==> src/rtl/sync_fifo_param.sv <==
// sync_fifo_param: parametrised circular-buffer FIFO with first-word-fall-through read, thresholds and sticky error flags.
module sync_fifo_param #(
  parameter int DATA_W    = 4,
  parameter int DEPTH     = 4,
  parameter int AF_THRESH = 3,
  parameter int AE_THRESH = 1
) (
  input  logic                     clk,
  input  logic                     reset,
  input  logic                     push,
  input  logic                     pop,
  input  logic                     flush,
  input  logic                     clr_err,
  input  logic [DATA_W-1:0]        data_in,
  output logic [DATA_W-1:0]        data_out,
  output logic                     fifo_full,
  output logic                     fifo_empty,
  output logic                     almost_full,
  output logic                     almost_empty,
  output logic [$clog2(DEPTH):0]   count,
  output logic                     overflow,
  output logic                     underflow
);
  localparam int ADDR_W = $clog2(DEPTH);
  localparam int CNT_W  = ADDR_W + 1;
  logic [DATA_W-1:0] mem_q [DEPTH];
  logic [DATA_W-1:0] mem_d [DEPTH];
  logic [ADDR_W-1:0] wr_ptr_q, wr_ptr_d, rd_ptr_q, rd_ptr_d;
  logic [CNT_W-1:0]  count_q, count_d;
  logic              overflow_q, overflow_d, underflow_q, underflow_d;
  logic              push_ok, pop_ok;
  assign fifo_full    = count_q == CNT_W'(DEPTH);
  assign fifo_empty   = count_q == '0;
  assign almost_full  = count_q >= CNT_W'(AF_THRESH);
  assign almost_empty = count_q <= CNT_W'(AE_THRESH);
  assign count        = count_q;
  assign overflow     = overflow_q;
  assign underflow    = underflow_q;
  assign data_out     = fifo_empty ? '0 : mem_q[rd_ptr_q];
  // a pop on a full FIFO frees the slot the simultaneous push lands in
  assign push_ok = push & (!fifo_full | pop);
  assign pop_ok  = pop & !fifo_empty;
  always_comb begin
    mem_d = mem_q;
    if (push_ok && !flush) mem_d[wr_ptr_q] = data_in;
    wr_ptr_d    = flush ? '0 : wr_ptr_q + ADDR_W'(push_ok);
    rd_ptr_d    = flush ? '0 : rd_ptr_q + ADDR_W'(pop_ok);
    count_d     = flush ? '0 : count_q + CNT_W'(push_ok) - CNT_W'(pop_ok);
    overflow_d  = (overflow_q & !clr_err) | (push & fifo_full & !pop & !flush);
    underflow_d = (underflow_q & !clr_err) | (pop & fifo_empty & !flush);
  end
  always_ff @(posedge clk or posedge reset) begin
    if (reset) begin
      for (int i = 0; i < DEPTH; i++) mem_q[i] <= '0;
      wr_ptr_q    <= '0;
      rd_ptr_q    <= '0;
      count_q     <= '0;
      overflow_q  <= 1'b0;
      underflow_q <= 1'b0;
    end else begin
      mem_q       <= mem_d;
      wr_ptr_q    <= wr_ptr_d;
      rd_ptr_q    <= rd_ptr_d;
      count_q     <= count_d;
      overflow_q  <= overflow_d;
      underflow_q <= underflow_d;
    end
  end
endmodule

==> config.mk <==
export PLATFORM = sky130hd
export DESIGN_NAME = sync_fifo_param
export DESIGN_NICKNAME = d
export VERILOG_FILES = /design/src/rtl/sync_fifo_param.sv
export SDC_FILE = /design/constraint.sdc
export NUM_CORES = 1
export LEC_CHECK = 0
export BUFFER_PORTS_ARGS = -buffer_cell sky130_fd_sc_hd__buf_4
export CAP_MARGIN = 10
export CORE_UTILIZATION = 54
export CTS_CLUSTER_DIAMETER = 100
export CTS_CLUSTER_SIZE = 20
export DETAILED_ROUTE_END_ITERATION = 16
export HOLD_SLACK_MARGIN = 0.02
export PLACE_DENSITY = 0.78
export REMOVE_ABC_BUFFERS = 1
export SLEW_MARGIN = 20
export SYNTH_ARGS = -nofsm -noshare
export SYNTH_HDL_FRONTEND = slang
export SYNTH_SLANG_ARGS = --single-unit
==> constraint.sdc <==
create_clock -name clk -period 3.2 [get_ports clk]
set_input_delay 0 -clock clk [delete_from_list [all_inputs] [get_ports clk]]
set_output_delay 0 -clock clk [all_outputs]
set_load 0.02 [all_outputs]
==> flow_summary.ini, run 1 <==
[run_status]
outcome = complete, no violations

[global_route]
grtUsageTotal_pct = 21.90
antenna_found_initial = 0
grt_use_met2_pct = 36.67
busiest_layer = met2
overflow = 0
grt_pass1_wl_mm = 3.843
use_met3_pct = 5.455
grt_pass1_vias = 835
use_met1_pct = 27.22
grt_max_degree = 26

[timing]
relSlewSlack_pct = 39.16
fin_setup_tns_ns = 0
setup_violations = 0
maxSlewViolCount = 0
period_share_pct = 78.72
fmaxAchievable_mhz = 397.0
hold_violations = 0
rsz0062_at_grt = no
tightest_slew_ns = 0.9116
period_needed_ns = 2.519
finClkSkew_ns = 0.006152

[floorplan]
start_util_pct = 57.07
die_w_um = 50.35
ioPinCount = 23
dieArea_sq_um = 2535
num_rows = 17
die_y_um = 50.35
core_sq_um = 2212

[layout]
layout-drive-gt1-share_pct = 38.46
layout.nets = 149
stdcell_count = 158
diodes = 0
syn_to_final_growth_pct = 25.67
fin_area_sq_um = 1587

[detailed_routing]
wl_per_cell_um = 14.78
first_pass_iters = 4
viasPerCell = 5.297
drt_iter0_drc = 5
via_count = 837
routed_wl_mm = 2.335
antenna_left = 0
drc = 0

[clock_tree]
h-tree-depth = 1
cts_made_buffers = 3
clock_sinks = 25
clockBufferDepth = 2
clock-root-buffer = clkbuf_4
post_cts_buffers = 0
ctsHoldBuffers = 9
insertion_delay_ns = 0.32
cts_tree = built
cts_resized = 0
clkTransAtPathRegs_ns = 0.13

[worst_setup_path]
path_max_fanout = 8
start_kind = flop
crit_type = reg2reg
end_kind = flop
cp.required_ns = 3.42
worstPathArrival_ns = 2.74

[min_path]
hold_path.class = in2reg

[logic_synthesis]
synthesis.area_sq_um = 1262
yosysSeqAreaShare_pct = 49.55
synth_seq_cells = 25
synth_cells = 94
synth.avg_cell_area_sq_um = 13.43
ys_warn_count = 0
synthDistinctLibCells = 22

[placed_design]
dp_hpwl_mm = 1.649
io_buffers = 22
placed_area_sq_um = 1470
place.gp.congestion = 0.7632
dpl.cell_count = 145

[pwr]
leakage_nw = 0.7491
power_density_nw_per_um2 = 827.1
ir_worst_vdd_uv = 565.8

[job]
cap_violations = 0
## placed cells by master (no fill, tap or decap)
cell type and n:
inv_1 9, and2b_2 1, nor2_1 5, nand3b_1 1, clkbuf_4 3, or4b_4 1
buf_4 23, nor2b_1 8, nand2_1 2, dfrtp_1 25, and4_4 1, mux2_2 12
ha_1 7, clkbuf_1 1, nand4b_1 2, mux4_2 4, o22ai_1 1, a32o_1 1
nor3_1 2, fa_1 1, mux2_4 4, xnor2_1 3, and2_2 1, dlygate4sd3_1 9
nand3_1 1, o21ai_0 2
## flip-flops by register name (all words and copies together) (netlist names)
register and count:
rd_ptr_q 2, wr_ptr_q 2, count 3, underflow 1, mem_q 16, overflow 1
## logic make-up after synthesis
kind of cell | count (synthesis) | synth area share (%)
and+or+nand+nor | 25 | 12.49
DFF | 25 | 49.55
muxes | 20 | 22.60
buffers and inverters | 9 | 2.676
adders and majority gates | 8 | 8.523
AOI/OAI and AO/OA | 4 | 2.082
xor gates and xnor gates | 3 | 2.082
## Yosys cell counts (all sizes together)
cell	number	share of area, %
xnor2	3	2.1
fa	1	1.6
mux4	4	7.1
inv	9	2.7
and4	1	0.89
nor3	2	0.79
nand4b	2	1.4
and2b	1	0.69
nor2	5	1.5
nor2b	8	4.0
nand3	1	0.40
and2	1	0.59
o21ai	2	0.79
a32o	1	0.79
ha	7	6.9
o22ai	1	0.50
or4b	1	1.1
dfrtp	25	50
nand2	2	0.59
nand3b	1	0.59
mux2	16	15
## path summary, 6_finish.rpt
kind                                            start                     to  slack [ns]  depth (start not counted)
worst max-delay path               count[1]$_DFF_PP0_     count[2]$_DFF_PP0_        0.68                         10
worst min-delay path                             push  wr_ptr_q[0]$_DFF_PP0_        0.16                          4
worst max register to register     count[1]$_DFF_PP0_     count[2]$_DFF_PP0_        0.68                         10
worst min register to register  mem_q[11]$_DFFE_PP0P_  mem_q[11]$_DFFE_PP0P_        0.52                          1
max in group asynchronous                       reset   mem_q[7]$_DFFE_PP0P_        2.21                          3
min in group asynchronous                       reset  mem_q[12]$_DFFE_PP0P_        0.43                          3
## critical path: stages, from the launching register on
cell and delay (ns):
dfrtp_1 0.49, or4b_4 0.61, and2_2 0.23, inv_1 0.05
ha_1 0.22, inv_1 0.06, ha_1 0.12, inv_1 0.04
fa_1 0.38, xnor2_1 0.16, nor2_1 0.05
## layer usage
layer | vias to the layer above | wire, um
met5 | - | 0
met4 | 0 | 40
met1 | 406 | 1020
met3 | 4 | 105
li1 | 405 | -
met2 | 22 | 1169
## stage by stage
| stage | hold slack (ns) | util, % | setup WS [ns] | power [mW] |
|---|---|---|---|---|
| floorplan | 0.02732 | - | 0.5156 | 0.9427 |
| CTS | 0.1531 | 71.72 | 0.6632 | 1.325 |
| detailed placement | 0.1987 | 66.46 | 0.6844 | 1.181 |
| global route | 0.1753 | 71.72 | 0.5120 | 1.414 |
| global placement | 0.2015 | 66.46 | 0.7736 | 1.153 |
| finish | 0.1589 | 71.72 | 0.6808 | 1.312 |
## where the power goes
group	switching [mW]	internal, mW	leakage (nW)
clock	0.0878	0.0488	0.0150
sequential	0.0926	0.429	0.320
combinational	0.296	0.357	0.414
## area by class of cell
class,instances,area (sq um)
clock buffer,4,26.28
fill,167,625.6
inverter,9,33.78
multi-input combinational,60,603.1
sequential,25,625.6
tap,28,35.03
timing repair buffer,32,262.8
Note: power is estimated with default switching activity, not from simulation.
==> inputs of run 2 (changes only) <==
clock period = 2.6 ns   (was 3.2 ns; I/O delays follow)
==> flow_summary.ini, run 2 (synthesis gave the netlist of run 1 again) <==
[run_status]
outcome = complete, no violations

[pwr]
swShare_pct = 35.59
ir_worst_vdd_uv = 754.9
total_power_mw = 1.623
power_density_nw_per_um2 = 1013
p_clk_share_pct = 10.3
power_frac_comb_pct = 51.7
switchingPower_uw = 577.5
leakage_nw = 0.7595
seqPwrFrac_pct = 38.0
p_int_mw = 1.045

[worst_setup_path]
cp_top_family = simple AND/OR/NAND/NOR gates
cp.required_ns = 2.82
crit_top_cell = inv_1
slowest_stage = or4b_4
slowest_delay_ns = 0.58
worstPathBufferInverterCount = 3
end_kind = flop
crit_type = reg2reg
path_max_fanout = 6
path_cells = or4b_4 -> and2_2 -> inv_1 -> ha_1 -> inv_1 -> ha_1 -> inv_1 -> fa_1 -> xnor2_1 -> nor2_1
start_kind = flop
worstPathArrival_ns = 2.58

[layout]
stdcell_count = 160
layout.nets = 151
final_cell_mix = 25 x dfrtp_1, 25 x buf_4, 12 x mux2_2
top_register = mem_q
syn_to_final_growth_pct = 26.86
largest_reg_flops = 16
diodes = 0
fin_area_sq_um = 1602
fillers = 162
layout-drive-gt1-share_pct = 39.39

[timing]
period_needed_ns = 2.357
hold_violations = 0
relSlewSlack_pct = 39.88
finClkSkew_ns = 0.003877
period_share_pct = 90.65
setup_violations = 0
tightest_slew_ns = 0.9008
fin_setup_tns_ns = 0
rsz0062_at_grt = no
maxSlewViolCount = 0
fmaxAchievable_mhz = 424.3

[detailed_routing]
via_count = 841
first_pass_iters = 4
antenna_left = 0
drc = 0
viasPerCell = 5.256
wl_per_cell_um = 13.78
routed_wl_mm = 2.204
drt_iter0_drc = 8

[global_route]
grtUsageTotal_pct = 21.62
grt_max_degree = 26
antenna_found_initial = 0
grt_pass1_wl_mm = 3.829
grt_pass1_vias = 828
overflow = 0

[floorplan]
die_y_um = 50.35
die_w_um = 50.35
ioPinCount = 23
core_sq_um = 2212
dieArea_sq_um = 2535
num_rows = 17
start_util_pct = 57.07

[placed_design]
place.gp.congestion = 0.7072
dp_hpwl_mm = 1.587
io_buffers = 22
dpl.cell_count = 147
placed_area_sq_um = 1485

[clock_tree]
clock-root-buffer = clkbuf_4
cts_tree = built
clockBufferDepth = 2
cts_made_buffers = 3
insertion_delay_ns = 0.31
clkTransAtPathRegs_ns = 0.12
clock_sinks = 25
cts_resized = 0
h-tree-depth = 1

[min_path]
hold_path.class = in2reg

[job]
cap_violations = 0
-- run 2: cell types whose count changed in the layout (fill, tap and decap cells not counted), sizes merged --
cell	before	now
buf	23	25
-- run 2: cell type report --
type                    count  area (sq um)  area share (%)
well taps                  28         35.03           2.187
multi-input cells          60         603.1           37.66
flip-flops and latches     25         625.6           39.06
repair buffers             34         277.8           17.34
inverters                   9         33.78           2.109
clock buffers               4         26.28           1.641
-- run 2: path summary, 6_finish.rpt --
kind	end	slack, ns	start	cells after the start
worst max-delay path	count[2]$_DFF_PP0_	0.24	count[1]$_DFF_PP0_	10
worst min-delay path	wr_ptr_q[0]$_DFF_PP0_	0.17	push	4
worst max register to register	count[2]$_DFF_PP0_	0.24	count[1]$_DFF_PP0_	10
worst min register to register	mem_q[7]$_DFFE_PP0P_	0.51	mem_q[7]$_DFFE_PP0P_	1
max in group asynchronous	mem_q[3]$_DFFE_PP0P_	1.62	reset	3
min in group asynchronous	count[0]$_DFF_PP0_	0.43	reset	3
-- run 2: layer usage --
| metal | vias to the layer above | GRT usage (%) | wire length (um) |
|---|---|---|---|
| li1 | 408 | - | - |
| met5 | - | 0 | 0 |
| met1 | 411 | 30.43 | 1064 |
| met2 | 18 | 31.56 | 1004 |
| met4 | 0 | 8.333 | 36 |
| met3 | 4 | 6.364 | 98 |
-- run 2: timing repair --
action,in CTS,in global routing
hold buffers,9,0
buffers inserted,0,0
endpoints found under the hold margin,50,0
-- run 2: power by group through the flow --
stage / logic [mW] / registers (mW) / clock network, mW
3_3_place_gp: 0.817 / 0.619 / 0
6_report: 0.839 / 0.617 / 0.166
3_5_place_dp: 0.839 / 0.627 / 0
4_1_cts: 0.853 / 0.617 / 0.173
2_1_floorplan: 0.510 / 0.650 / 0
5_1_grt: 0.925 / 0.636 / 0.188
-- run 2: through the flow --
step                      hold slack (ns)  util [%]  setup slack (ns)
after floorplan                   0.02732         -          -0.08443
after global placement             0.2040     67.14            0.3003
after detailed placement           0.2038     67.14            0.2463
after CTS                          0.1683     72.40            0.2250
after global routing               0.1863     72.40            0.1227
final                              0.1662     72.40            0.2430
-- run 2: worst register-to-register path, stage by stage (launching register included) --
cell     delay, ns
dfrtp_1       0.40
or4b_4        0.58
and2_2        0.23
inv_1         0.05
ha_1          0.22
inv_1         0.06
ha_1          0.13
inv_1         0.05
fa_1          0.37
xnor2_1       0.14
nor2_1        0.05
